File: src/rtl/delay_pkg.sv
// Shared definitions for the multi-channel programmable delay timer.
package delay_pkg;

    // Per-channel FSM encoding.
    typedef enum logic {
        ST_IDLE = 1'b0,
        ST_RUN  = 1'b1
    } state_e;

    // Width of a channel-select field for n channels; never narrower than one bit.
    function automatic int chan_sel_w(input int n);
        return (n > 1) ? $clog2(n) : 1;
    endfunction

    localparam int NCH_DEF   = 4;
    localparam int LOAD_CH_W = chan_sel_w(NCH_DEF);

endpackage

File: src/rtl/delay_chan.sv
// One delay channel: limit register, up-counter, IDLE/RUN FSM and registered busy/done.
//
//   state   | meaning
//   --------+---------------------------------------------------------------
//   ST_IDLE | waiting for trig; count held at zero
//   ST_RUN  | counting toward limit; done pulses when count >= limit
module delay_chan
    import delay_pkg::*;
#(
    parameter int CW        = 26,
    parameter int DEF_LIMIT = 200
) (
    input  logic          CLK,
    input  logic          RST,
    input  logic          trig,
    input  logic          cancel,
    input  logic          retrig_en,
    input  logic          load_we,
    input  logic [CW-1:0] load_val,
    output logic          busy,
    output logic          done,
    output logic          done_nxt
);

    state_e        state_q, state_d;
    logic [CW-1:0] count_q, count_d;
    logic [CW-1:0] limit_q;
    logic [CW-1:0] limit_eff;
    logic          done_q, done_d;

    // A load landing this cycle already governs this cycle's completion compare.
    assign limit_eff = load_we ? load_val : limit_q;

    // State, counter, limit and done registers.
    always_ff @(posedge CLK or posedge RST) begin
        if (RST) begin
            state_q <= ST_IDLE;
            count_q <= '0;
            done_q  <= 1'b0;
            limit_q <= CW'(DEF_LIMIT);
        end else begin
            state_q <= state_d;
            count_q <= count_d;
            done_q  <= done_d;
            if (load_we) begin
                limit_q <= load_val;
            end
        end
    end

    // Next state: cancel beats retrigger beats completion beats increment.
    always_comb begin
        state_d = state_q;
        count_d = '0;
        done_d  = 1'b0;
        case (state_q)
            ST_IDLE: begin
                if (trig && !cancel) begin
                    state_d = ST_RUN;
                end
            end
            ST_RUN: begin
                if (cancel) begin
                    state_d = ST_IDLE;
                end else if (retrig_en && trig) begin
                    state_d = ST_RUN;
                end else if (count_q >= limit_eff) begin
                    done_d  = 1'b1;
                    state_d = trig ? ST_RUN : ST_IDLE;
                end else begin
                    count_d = count_q + CW'(1);
                end
            end
            default: begin
                state_d = ST_IDLE;
            end
        endcase
    end

    // Outputs come straight from registers; done_nxt lets the top register done_any alongside done.
    always_comb begin
        busy     = (state_q == ST_RUN);
        done     = done_q;
        done_nxt = done_d;
    end

endmodule

File: src/rtl/delay_timer_multi.sv
// Multi-channel programmable delay: NCH independent channels, shared limit-load port,
// and a registered OR of all done pulses.
module delay_timer_multi
    import delay_pkg::*;
#(
    parameter int NCH       = 4,
    parameter int CW        = 26,
    parameter int DEF_LIMIT = 200
) (
    input  logic                       CLK,
    input  logic                       RST,
    input  logic [NCH-1:0]             trig,
    input  logic [NCH-1:0]             cancel,
    input  logic [NCH-1:0]             retrig_en,
    input  logic                       load_en,
    input  logic [chan_sel_w(NCH)-1:0] load_ch,
    input  logic [CW-1:0]              load_val,
    output logic [NCH-1:0]             busy,
    output logic [NCH-1:0]             done,
    output logic                       done_any
);

    localparam int LCW = chan_sel_w(NCH);

    logic [NCH-1:0] load_we;
    logic [NCH-1:0] done_nxt;
    logic           done_any_q;

    for (genvar i = 0; i < NCH; i++) begin : g_chan
        // Out-of-range load_ch matches no channel, so such writes fall away.
        assign load_we[i] = load_en && (load_ch == LCW'(i));

        delay_chan #(
            .CW        (CW),
            .DEF_LIMIT (DEF_LIMIT)
        ) u_chan (
            .CLK       (CLK),
            .RST       (RST),
            .trig      (trig[i]),
            .cancel    (cancel[i]),
            .retrig_en (retrig_en[i]),
            .load_we   (load_we[i]),
            .load_val  (load_val),
            .busy      (busy[i]),
            .done      (done[i]),
            .done_nxt  (done_nxt[i])
        );
    end

    // done_any is registered from the same next-values as done so both rise together.
    always_ff @(posedge CLK or posedge RST) begin
        if (RST) begin
            done_any_q <= 1'b0;
        end else begin
            done_any_q <= |done_nxt;
        end
    end

    assign done_any = done_any_q;

endmodule

File: config.mk
export PLATFORM = sky130hd
export DESIGN_NAME = delay_timer_multi
export DESIGN_NICKNAME = d
export VERILOG_FILES = /design/src/rtl/delay_pkg.sv /design/src/rtl/delay_chan.sv /design/src/rtl/delay_timer_multi.sv
export SDC_FILE = /design/constraint.sdc
export NUM_CORES = 1
export LEC_CHECK = 0
export ABC_AREA = 0
export CORE_ASPECT_RATIO = 0.9
export CORE_MARGIN = 2
export CORE_UTILIZATION = 51
export CTS_CLUSTER_SIZE = 12
export DETAILED_ROUTE_END_ITERATION = 8
export PLACE_DENSITY = 0.74
export RECOVER_POWER = 100
export SETUP_SLACK_MARGIN = 0.2
export SLEW_MARGIN = 20
export SYNTH_ARGS = -nofsm -noshare
export SYNTH_HDL_FRONTEND = slang
export SYNTH_SLANG_ARGS = --single-unit
File: constraint.sdc
create_clock -name CLK -period 8.1 [get_ports CLK]
set_input_delay 0.81 -clock CLK [delete_from_list [all_inputs] [get_ports CLK]]
set_output_delay 0.81 -clock CLK [all_outputs]
set_load 0.005 [all_outputs]
==> Yosys cells after proc, flatten, opt, wreduce, memory -nomap -nowiden <==
Index checks and enable logic that the tools add are counted.
{ "classes": {"addsub": 4, "magnitude_cmp": 4, "eq_ne": 3, "muxes": 60, "bitwise_logic": 4, "n_reduce_logical": 18} }
{ "op_table": {"columns": ["op", "count"], "rows": [
  ["26-bit two-way mux", 20],
  ["26-bit by 1-bit adder with 26-bit output, second input constant", 4],
  ["26-bit >= comparator", 4],
  ["1-bit two-way mux", 36],
  ["1-bit logical AND", 12],
  ["1-bit case mux with 2 select lines", 4],
  ["2-bit == test, second input constant", 2],
  ["1-bit logical NOT", 4],
  ["1-bit inverter", 4],
  ["4-bit OR reduction", 1],
  ["2-bit by 1-bit == test with 1-bit output, second input constant", 1],
  ["2-bit logical NOT", 1]
]} }
{ "totals": {"ff_bits": 217, "wordCells": 110} }

==> Depth between registers and ports, before layout <==
{ "depth": {"ltp_word": 9, "mapped_depth": 13, "ltp_nobuf": 10} }

==> By module <==
Synthesis repeated with hierarchy kept, for this count alone.
{ "unflattened": {"hier_cells": 1148, "hier_area_um2": 12431.9} }
{ "by_module_without_submodules": {"columns": ["mod", "n_inst", "cells_per_inst", "area_each_um2", "seq_area_each_um2"], "rows": [
  ["delay_chan (g_chan[0].u_chan ...)", 2, 287, 3141.8, 1355.0],
  ["delay_chan (g_chan[1].u_chan)", 1, 280, 3046.7, 1355.0],
  ["delay_chan (g_chan[3].u_chan)", 1, 287, 3034.2, 1355.0],
  ["delay_timer_multi", 1, 7, 67.6, 25.0]
]} }

==> Least setup slack after synthesis <==
OpenSTA, ideal clock, no wires.
{ "synth_path": {"path_kind": "input port to flip-flop", "from": "in load_ch[0]", "to": "reg g_chan[2].u_chan.count_q[13]", "setup_time_ns": 0.070, "arrival_ns": 3.550, "required_ns": 8.030, "path_slack_ns": 4.480, "cell_stages": 13, "n_path_buf": 4, "path_cell_list": "nand3b_1 -> clkbuf_1 -> buf_2 -> mux2i_1 -> ha_1 -> a21o_1 -> a21o_1 -> a211oi_2 -> o211ai_2 -> or4b_1 -> buf_6 -> buf_12 -> nor2_4"} }
{ "synth_between": {"elab_chain_cells": 8} }
{ "synth_rtl": {"columns": ["element", "line", "text"], "rows": [
  ["start, declared", "delay_timer_multi.sv:16", "input logic [chan_sel_w(NCH)-1:0] load_ch,"],
  ["2-bit == test", "delay_timer_multi.sv:31", "assign load_we[i] = load_en && (load_ch == LCW'(i));"],
  ["1-bit logical AND", "delay_timer_multi.sv:31", null],
  ["26-bit two-way mux", null, null],
  ["26-bit >= comparator", "delay_chan.sv:67", "end else if (count_q >= limit_eff) begin"],
  ["26-bit two-way mux", "delay_chan.sv:67", null],
  ["26-bit two-way mux", "delay_chan.sv:65", "end else if (retrig_en && trig) begin"],
  ["26-bit two-way mux", "delay_chan.sv:63", "if (cancel) begin"],
  ["26-bit two-way mux", "delay_chan.sv:56", "case (state_q)"],
  ["via g_chan[2].u_chan.count_d[13]", "delay_chan.sv:26", "logic [CW-1:0] count_q, count_d;"],
  ["end signal, assigned", "delay_chan.sv:43", "count_q <= count_d;"],
  ["end, declared", "delay_chan.sv:26", null]
]} }
The timed path passes the listed nets, and every way through them passes these cells.

==> Worst setup path after layout <==
{ "layout_path": {"from": "in load_ch[0]", "to": "reg done_any_q (netlist: done_any)"} }
{ "layout_between": {"elab_chain_cells": 9, "elab_cells_between_ends": 33, "cone_classes": "order compare (4); eq/ne (3); mux (20); reduce/logical (6)"} }
{ "layout_rtl": {"columns": ["element", "line", "text"], "rows": [
  ["2-bit == test", "delay_timer_multi.sv:31", null],
  ["1-bit logical AND", "delay_timer_multi.sv:31", null],
  ["26-bit two-way mux", null, null],
  ["26-bit >= comparator", "delay_chan.sv:67", null],
  ["1-bit two-way mux", "delay_chan.sv:67", null],
  ["1-bit two-way mux", "delay_chan.sv:65", null],
  ["1-bit two-way mux", "delay_chan.sv:63", null],
  ["1-bit two-way mux", "delay_chan.sv:56", null],
  ["via g_chan[3].u_chan.done_nxt", "delay_chan.sv:22", "output logic done_nxt"],
  ["4-bit OR reduction", "delay_timer_multi.sv:55", "done_any_q <= |done_nxt;"],
  ["end signal, assigned", "delay_timer_multi.sv:55", null],
  ["end, declared", "delay_timer_multi.sv:27", "logic done_any_q;"]
]} }
The timed path passes the listed nets, and every way through them passes these cells.

==> results.json <==
{
  "avgRoutedWirePerCell_um": 16.7,
  "syn2layout_area_growth_pct": 12.2,
  "synth_compound_area_share_pct": 5.92,
  "regToRegStartpoint": "g_chan[3].u_chan.limit_q[3]",
  "clk_latency_ps": 510,
  "diodes": 0,
  "synth_nets": 1255,
  "status": "finished, violations left",
  "row_count": 52,
  "finalNetCount": 1308,
  "finalCritPeriodShare_pct": 71.8,
  "vias": 7859,
  "max-vdd-ir-drop_uv": 128,
  "max_cap_viol_count": 5,
  "syn_inst": 1104,
  "drtIter0Drc": 444,
  "synth_enable_flop_cells": 0,
  "clock-root-buffer": "clkbuf_16",
  "synthMuxAreaShare_pct": 8.89,
  "gp_congestion": 0.803,
  "drt-total-wl_mm": 24.6,
  "worst-setup-path-type": "input pin to flip-flop",
  "synth_top_family_by_area": "simple AND/OR/NAND/NOR gates",
  "cts.sinks": 217,
  "grt_start_max_net_pins": 139,
  "avgSynthCellArea_um2": 10.7,
  "crit_start": "load_ch[0]",
  "grt_overflow": 0,
  "cts-resized-gates": 0,
  "clk_pin_slew_ps": 60,
  "synth.top_cell.area_share_pct": 43.4,
  "dp_hpwl_mm": 17.8,
  "fillers": 1900,
  "crit_buf_inv": 2,
  "maxSlewHeadroom_pct": -30.8,
  "yosys_warnings": 0,
  "max_slew.worst_pin.slew_ps": 1960,
  "die_h_um": 148,
  "fmax_mhz": 172,
  "period_needed_ps": 5810,
  "p_per_area_nw_per_um2": 201,
  "grt.total_usage_pct": 21.3,
  "remaining_drc_errors": 0,
  "routed_via_density": 5.34,
  "cp-end-kind": "flip-flop",
  "cp_common_cell": "o21ai_1",
  "syn_area_um2": 11800,
  "min-delay-start": "g_chan[0].u_chan.limit_q[25]",
  "crit_arrival_ps": 6200,
  "yosys_most_used_dff": "dfrtp_1",
  "grt_pass1_vias": 8142,
  "cts_setup_buffers": 0,
  "leakage_uw": 0.00665,
  "h-tree-depth": 1,
  "start_util_pct": 52.2,
  "critPathCapture": "done_any",
  "final_common_cell": "dfrtp_1",
  "setup_viol": 0,
  "portBuffers": 51,
  "r2r-end": "done_any",
  "path_depth": 11,
  "cts_tree": "built",
  "synth_xor_area_share_pct": 7.04,
  "slew_viol_final": 112,
  "grt_pass1_wl_mm": 41.6,
  "yosysTopAreaCell": "dfrtp_1",
  "r2r_cells": 8,
  "synth_simple_gate_area_share_pct": 15.2,
  "core_region_area_um2": 22600,
  "ant_nets": 0,
  "finClkSkew_ps": 8.64,
  "numCtsBuffers": 24,
  "drtPass1Iterations": 4,
  "dp_cells": 1428,
  "antenna_found_initial": 1,
  "crit_fanout": 26,
  "rsz0062_at_grt": "no",
  "hold_viol": 0,
  "hp-class": "flip-flop to flip-flop",
  "cp-start-kind": "input pin",
  "cp_slowest_cell": "clkbuf_1",
  "drive_gt1_share_pct": 7.40,
  "fin_tns_setup_ps": 0,
  "hold_buffers": 0,
  "synth_cell_types": 67,
  "synth_fa_ha_area_share_pct": 11.4,
  "ys_ff_latch": 217,
  "final_cells": 1472,
  "cts_buffer_depth": 3,
  "path_cells": "dlygate4sd3_1 > nand3_1 > clkbuf_1 > mux2i_1 > ha_1 > a211o_1 > a21oi_1 > o21ai_1 > a2111oi_0 > o21ai_1 > a2111o_1",
  "synth_area_leaders": "dfrtp_1 43%, ha_1 11%, mux2i_1 8.1%, xor2_1 4.8%, inv_1 3.7%",
  "die_area_um2": 24400,
  "crit_required_ps": 8490,
  "io_pins": 52,
  "r2r_setup_slack_ps": 4380,
  "path_delay_family": "compound AO/OA/AOI/OAI gates",
  "cp_slowest_stage_delay_ps": 1400,
  "layout_common_cells": "205 x dfrtp_1, 120 x nor2_1, 115 x inv_1",
  "violations": "max-capacitance violations, max-slew violations",
  "fin_util_pct": 58.6,
  "synth-seq-area-share_pct": 46.1,
  "async_reset_ff_share_pct": 100,
  "die_w_um": 164
}
==> worst min-delay path: cells and delay by family, from the launching register on <==
kind,cells,cell delay (ps)
muxes,1,80
DFF,1,310
buffers and inverters,1,60
==> report_power, final <==
part	internal, uW	switching, uW	leakage, uW
Sequential	1190	29.1	0.00279
Combinational	138	210	0.00347
Clock	668	429	0.000402
==> cell families after synthesis <==
logic type                 Yosys count
adders and majority gates          108
buffers and inverters              148
DFF                                217
and+or+nand+nor                    336
AOI/OAI and AO/OA                   96
xor gates and xnor gates            95
muxes                              104
==> cell type report <==
type	instances	area [um^2]	share of cell area, %
timing repair buffer	59	552	4.16
clock buffer	39	758	5.72
clock inverter	5	50.0	0.377
inverter	116	443	3.34
sequential	217	5450	41.1
tap	297	372	2.80
multi-input combinational	739	5640	42.5
==> worst min path at each step <==
stage	slack [ps]	cells past startpoint	end
floorplan	450	2	g_chan[0].u_chan.limit_q[10]
global placement	470	2	g_chan[0].u_chan.limit_q[14]
detailed placement	480	2	g_chan[0].u_chan.limit_q[20]
CTS	490	2	g_chan[0].u_chan.limit_q[13]
global route	510	1	g_chan[0].u_chan.limit_q[19]
finish	480	2	g_chan[0].u_chan.limit_q[25]
==> layer usage <==
metal | global-route usage (%) | up-vias | part of all wire, %
met3 | 2.59 | 42 | 4.2
met4 | 5.22 | 0 | 2.3
met2 | 34.6 | 125 | 46
li1 | - | 3875 | -
met5 | 0 | - | 0
met1 | 30.8 | 3817 | 47
==> sequential cells by signal, indices dropped and copies added, names as in the netlist <==
| signal | count |
|---|---|
| done_any | 1 |
| g_chan.u_chan.busy | 4 |
| g_chan.u_chan.count_q | 104 |
| g_chan.u_chan.done | 4 |
| g_chan.u_chan.limit_q | 104 |
==> cell usage after synthesis (2+ instances only) <==
| master | instances |
|---|---|
| nor3_1 | 9 |
| a221o_1 | 3 |
| nand4_1 | 43 |
| and2_1 | 4 |
| buf_12 | 2 |
| mux2_2 | 8 |
| or2_2 | 5 |
| xor2_1 | 65 |
| o21a_1 | 4 |
| buf_2 | 14 |
| ha_1 | 108 |
| nor4_2 | 2 |
| nor4_1 | 4 |
| a21o_1 | 14 |
| nand4_2 | 2 |
| dfrtp_1 | 205 |
| nor2_4 | 18 |
| nand3_1 | 48 |
| nor2_2 | 2 |
| o211ai_1 | 3 |
| inv_1 | 116 |
| mux2i_1 | 96 |
| o21ai_0 | 7 |
| xnor2_1 | 30 |
| and4_1 | 3 |
| buf_1 | 2 |
| a211o_1 | 2 |
| or3_1 | 3 |
| buf_4 | 8 |
| nand3b_1 | 4 |
| o21ai_1 | 6 |
| dfstp_2 | 12 |
| nor2_1 | 113 |
| nand2b_1 | 4 |
| a2111oi_2 | 2 |
| clkbuf_1 | 5 |
| a21oi_1 | 35 |
| a21boi_0 | 3 |
| nand2_1 | 48 |
| and3_1 | 15 |
==> through the flow <==
step	setup slack [ps]	instance area (um^2)	hold WS (ps)	power, uW
after detailed placement	3280	12600	475	1590
after floorplan	1370	11800	453	1480
after global routing	1840	13300	508	2800
after CTS	3810	13400	489	2700
after global placement	3400	12600	467	1570
final	2290	13300	485	2670
Power figures use the tool's default switching activity.
